**src/rtl/key_pkg.sv**
```systemverilog
// Shared types for the push-button debouncer.
// Holds the per-key filter FSM state encoding.
package key_pkg;

  typedef enum logic [1:0] {
    IDLE       = 2'd0,
    PRESS_FILT = 2'd1,
    DOWN       = 2'd2,
    REL_FILT   = 2'd3
  } key_fsm_e;

endpackage

```
**src/rtl/key_filter.sv**
```systemverilog
// Single-key debouncer: 2-flop sync, stability counter, 4-state FSM.
// Ports: clk, rst (sync, high), key_n (raw, low=pressed), key_state, key_press, key_release.
module key_filter
  import key_pkg::*;
#(
  parameter int DEBOUNCE_CYCLES = 1_000_000
) (
  input  logic clk,
  input  logic rst,
  input  logic key_n,
  output logic key_state,
  output logic key_press,
  output logic key_release
);

  localparam int CW = $clog2(DEBOUNCE_CYCLES);
  localparam logic [CW-1:0] LAST = CW'(DEBOUNCE_CYCLES - 1);

  logic [1:0]    sync;
  logic          s;
  logic [CW-1:0] cnt;
  key_fsm_e      state;

  assign s = sync[1];

  // Resets to 1 so a released button reads as released immediately.
  always_ff @(posedge clk) begin
    if (rst) begin
      sync <= 2'b11;
    end else begin
      sync <= {sync[0], key_n};
    end
  end

  // Outputs are assigned on the transition itself, so key_state
  // and the pulses are registered alongside the state.
  always_ff @(posedge clk) begin
    if (rst) begin
      state       <= IDLE;
      cnt         <= '0;
      key_state   <= 1'b0;
      key_press   <= 1'b0;
      key_release <= 1'b0;
    end else begin
      key_press   <= 1'b0;
      key_release <= 1'b0;
      unique case (state)
        IDLE: begin
          if (!s) begin
            state <= PRESS_FILT;
            cnt   <= '0;
          end
        end
        PRESS_FILT: begin
          if (s) begin
            state <= IDLE;
            cnt   <= '0;
          end else if (cnt == LAST) begin
            state     <= DOWN;
            cnt       <= '0;
            key_state <= 1'b1;
            key_press <= 1'b1;
          end else begin
            cnt <= cnt + 1'b1;
          end
        end
        DOWN: begin
          if (s) begin
            state <= REL_FILT;
            cnt   <= '0;
          end
        end
        REL_FILT: begin
          if (!s) begin
            state <= DOWN;
            cnt   <= '0;
          end else if (cnt == LAST) begin
            state       <= IDLE;
            cnt         <= '0;
            key_state   <= 1'b0;
            key_release <= 1'b1;
          end else begin
            cnt <= cnt + 1'b1;
          end
        end
      endcase
    end
  end

endmodule

```
**src/rtl/key_debounce.sv**
```systemverilog
// Debouncer for KEY_W active-low push-buttons, one key_filter per key.
// Ports: clk, rst, key_n[KEY_W], key_state/key_press/key_release[KEY_W].
module key_debounce #(
  parameter int KEY_W           = 4,
  parameter int DEBOUNCE_CYCLES = 1_000_000
) (
  input  logic             clk,
  input  logic             rst,
  input  logic [KEY_W-1:0] key_n,
  output logic [KEY_W-1:0] key_state,
  output logic [KEY_W-1:0] key_press,
  output logic [KEY_W-1:0] key_release
);

  for (genvar i = 0; i < KEY_W; i++) begin : g_key
    key_filter #(
      .DEBOUNCE_CYCLES(DEBOUNCE_CYCLES)
    ) u_filter (
      .clk        (clk),
      .rst        (rst),
      .key_n      (key_n[i]),
      .key_state  (key_state[i]),
      .key_press  (key_press[i]),
      .key_release(key_release[i])
    );
  end

endmodule
```
**config.mk**
```make
export PLATFORM = sky130hd
export DESIGN_NAME = key_debounce
export DESIGN_NICKNAME = d
export VERILOG_FILES = /design/src/rtl/key_pkg.sv /design/src/rtl/key_filter.sv /design/src/rtl/key_debounce.sv
export SDC_FILE = /design/constraint.sdc
export NUM_CORES = 1
export LEC_CHECK = 0
export CORE_MARGIN = 1
export CORE_UTILIZATION = 60
export CTS_CLUSTER_DIAMETER = 200
export DETAILED_ROUTE_END_ITERATION = 10
export PLACE_DENSITY = 0.78
export SLEW_MARGIN = 30
export SYNTH_ARGS = -nofsm -noshare
export SYNTH_HDL_FRONTEND = slang
export SYNTH_SLANG_ARGS = --single-unit
```
**constraint.sdc**
```tcl
create_clock -name clk -period 2.4 [get_ports clk]
set_input_delay 0.36 -clock clk [delete_from_list [all_inputs] [get_ports clk]]
set_output_delay 0.36 -clock clk [all_outputs]
set_load 0.03 [all_outputs]
```
==> results_dict.tcl <==
set metrics [dict create \
    crit_start "g_key[0].u_filter.cnt[8]$_SDFFE_PP0P_" \
    slowest_stage "or4b_4" \
    cts_tree "done" \
    clockRootBuffer "clkbuf_8" \
    criticalPathCategory "reg2reg" \
    leakagePower_uw 0.00202 \
    async_flop_share_pct 0 \
    fin_nets 655 \
    max_cap_violations 0 \
    period_needed_ns 2.18 \
    post-place-cells 742 \
    hold_depth 1 \
    h-tree-depth 3 \
    clock_sinks 108 \
    grt_util_all_layers_pct 26.0 \
    clk_path_buf_depth 2 \
    post-place-ws_ns 0.241 \
    ant_nets 0 \
    drc_errors 0 \
    final-setup-viol-count 0 \
    vias 4839 \
    seq_area_frac_synth_pct 40.2 \
    antenna_cells 0 \
    ys_types 62 \
    hp-start "g_key[3].u_filter.sync[0]$_SDFF_PP1_" \
    cts_made_buffers 9 \
    hold_end "g_key[3].u_filter.sync[1]$_SDFF_PP1_" \
    vdd_drop_max_mv 0.354 \
    hold_viol_final 0 \
    power_density_nw_per_um2 547 \
    viasPerCell 6.38 \
    max_freq_ghz 0.458 \
    final_util_pct 67.4 \
    finalCritPeriodShare_pct 90.9 \
    totalWireLength_um 12000 \
    synthesis.nets 642 \
    grt_pass1_wl_um 20700 \
    dpl_cell_area_sq_um 5650 \
    die_area_sq_um 9340 \
    arrival_ns 2.46 \
    p_switching_uw 862 \
    drt_iter0_drc 171 \
    portBuffers 17 \
    fin_worst_skew_ns 0.0141 \
    power.switching_fraction_pct 26.9 \
    avgSynthCellArea_sq_um 8.51 \
    yosysWarnings 0 \
    rr_startpoint "g_key[0].u_filter.cnt[8]$_SDFFE_PP0P_" \
    hold_path.class "reg2reg" \
    cts-resized-gates 0 \
    start_util_pct 62.0 \
    ctsHoldBuffers 0 \
    final_max_slew_viol_count 0 \
    gp_congestion 0.888 \
    dr.pass1.iters 5 \
    cp.required_ns 2.68 \
    tightest_slew_ns 0.795 \
    max_stage_delay_ns 0.55 \
    intPower_uw 2340 \
    postLayoutCellArea_sq_um 5850 \
    grt_pass1_vias 4577 \
    rr_worst_depth 5 \
    fin_ws_ns 0.217 \
    io-pin-count 18 \
    dp.final_hpwl_um 8250 \
    reg2reg_to "g_key[0].u_filter.cnt[18]$_SDFFE_PP0P_" \
    status "finished, final reports clean" \
    rsz0062_at_grt "false" \
    worstSetupStartpointType "flop" \
    dieWidth_um 96.7 \
    area_growth_pct 8.82 \
    cp_max_fo 21 \
    core_sq_um 8680 \
    postCtsSetupBuffers 0 \
    chipHeight_um 96.7 \
    overflow 0 \
    fin_tns_setup_ns 0 \
    pwr-share-comb_pct 7.5 \
    netlist_area_sq_um 5380 \
    grt_max_degree 48 \
    clk_latency_ns 0.38 \
    wire_per_inst_um 15.9 \
    ys_ff_latch 108 \
    cp_cell_sequence "or4b_4 -> nor4_4 -> a211oi_4 -> o211a_1 -> a211o_1" \
    maxSlewHeadroom_pct 46.9 \
    rows 34 \
    r2r_setup_slack_ns 0.22 \
    stdcell_count 758 \
    cts.reportedPaths.clkPinSlew_ns 0.12 \
    antenna_found_initial 0 \
    crit_path_end_kind "flop" \
    synth_top_flop_cell "dfxtp_1" \
    synth-edff-count 0 \
    clkPwrFrac_pct 34.5 \
    drive_gt1_share_pct 9.69 \
    syn_inst 632 \
    p_seq_share_pct 58.0 \
]
-- state kept, by name, indices dropped and copies added, names as in the netlist, named ones only --
register and flops:
g_key.u_filter.key_press 4, g_key.u_filter.key_release 4, g_key.u_filter.state 4, g_key.u_filter.sync 8, g_key.u_filter.cnt 80, g_key.u_filter.key_state 4
-- power groups by stage --
stage / Clock (uW) / Combinational (uW) / Sequential, uW
floorplan: 0 / 175 / 1890
global placement: 0 / 228 / 1900
detailed placement: 0 / 238 / 1900
CTS: 1120 / 238 / 1860
global route: 1180 / 262 / 1860
finish: 1100 / 240 / 1860
-- final cells by class --
type | instances | area, sq um
clock inverter | 6 | 53.8
fill | 714 | 2830
timing repair buffer | 34 | 305
inverter | 13 | 48.8
multi-input combinational | 479 | 3010
clock buffer | 10 | 138
tap | 108 | 135
sequential | 108 | 2160
-- per-stage QoR --
| step | total power [uW] | hold slack (ns) |
|---|---|---|
| CTS | 3210 | 0.426 |
| global placement | 2120 | 0.399 |
| detailed placement | 2140 | 0.397 |
| finish | 3200 | 0.425 |
| global route | 3310 | 0.442 |
| floorplan | 2060 | 0.389 |
-- cells in the mapped netlist (4+ instances only) --
library cell,instances,share of area [%]
dfxtp_1,108,40
nand2_1,68,4.7
a21oi_1,42,3.9
a31oi_1,40,4.7
nand3_1,40,3.7
nor2_1,34,2.4
and3_1,22,2.6
o21ai_0,21,2.0
nand4_1,16,1.9
nor3_1,15,1.4
buf_4,12,1.7
inv_1,12,0.84
nor4_1,12,1.4
or2_2,12,1.4
xnor2_1,12,2.0
clkbuf_1,11,0.77
mux2i_1,10,1.9
and4_1,9,1.5
a22o_1,8,1.3
nand2b_1,8,0.93
a211oi_1,7,0.98
or3_1,7,0.81
xor2_1,7,1.1
a22oi_1,6,0.84
buf_2,6,0.56
nor4b_1,6,0.98
a21o_1,5,0.70
nor2b_1,5,0.58
o21a_1,5,0.70
a211o_1,4,0.65
a41oi_1,4,0.65
and2_1,4,0.47
ha_1,4,0.93
o211ai_1,4,0.56
-- kinds of logic (layout without fill, tap and decap cells) --
logic type | after synthesis | count (layout) | synth area share, %
adders and majority gates | 4 | 4 | 0.931
and+or+nand+nor | 282 | 282 | 29.5
DFF | 108 | 108 | 40.2
buffers and inverters | 45 | 63 | 4.26
xor gates and xnor gates | 19 | 19 | 3.10
AOI/OAI and AO/OA | 164 | 164 | 20.1
muxes | 10 | 10 | 1.86
-- worst max-delay path, delay by kind of cell, from the launching register on --
kind	cells	cell delay, ns
AND/OR/NAND/NOR	2	0.99
AO/OA/AOI/OAI	3	0.71
flip-flops	1	0.39
-- routing by layer --
metal  vias up  part of all wire, %  GRT usage [%]
met4         0                  1.2           7.69
met1      2304                   45           33.3
met3        14                  4.7           4.77
met5         -                    0              0
met2       129                   49           44.7
li1       2392                    -              -
-- how the worst max path moves through the flow --
stage                                                         to  slack, ns
final                     g_key[0].u_filter.cnt[18]$_SDFFE_PP0P_       0.22
after global routing      g_key[3].u_filter.cnt[14]$_SDFFE_PP0P_        0.1
after CTS                 g_key[0].u_filter.cnt[18]$_SDFFE_PP0P_       0.23
after detailed placement  g_key[0].u_filter.cnt[18]$_SDFFE_PP0P_       0.24
after global placement     g_key[0].u_filter.cnt[2]$_SDFFE_PP0P_       0.21
after floorplan           g_key[3].u_filter.cnt[12]$_SDFFE_PP0P_       0.37
-- layout by cell type (no fill, tap or decap), types with 4 or more instances in the layout --
master	instances
o21ai_0	21
a41oi_1	4
mux2i_1	10
or3_1	7
a21oi_1	42
nor4_1	12
a211o_1	4
nor3_1	13
nor2_1	34
a22oi_1	6
a21o_1	5
inv_1	12
nor4b_1	6
and4_1	9
o211ai_1	4
xnor2_1	12
a22o_1	8
nand2b_1	8
and2_1	4
nand3_1	40
buf_4	16
nor2b_1	5
nand2_1	68
ha_1	4
or2_2	12
and3_1	22
dfxtp_1	108
xor2_1	7
nand4_1	16
o21a_1	5
a31oi_1	40
a211oi_1	6
clkbuf_8	10
clkdlybuf4s50_1	16
Note: power is estimated with default switching activity, not from simulation.
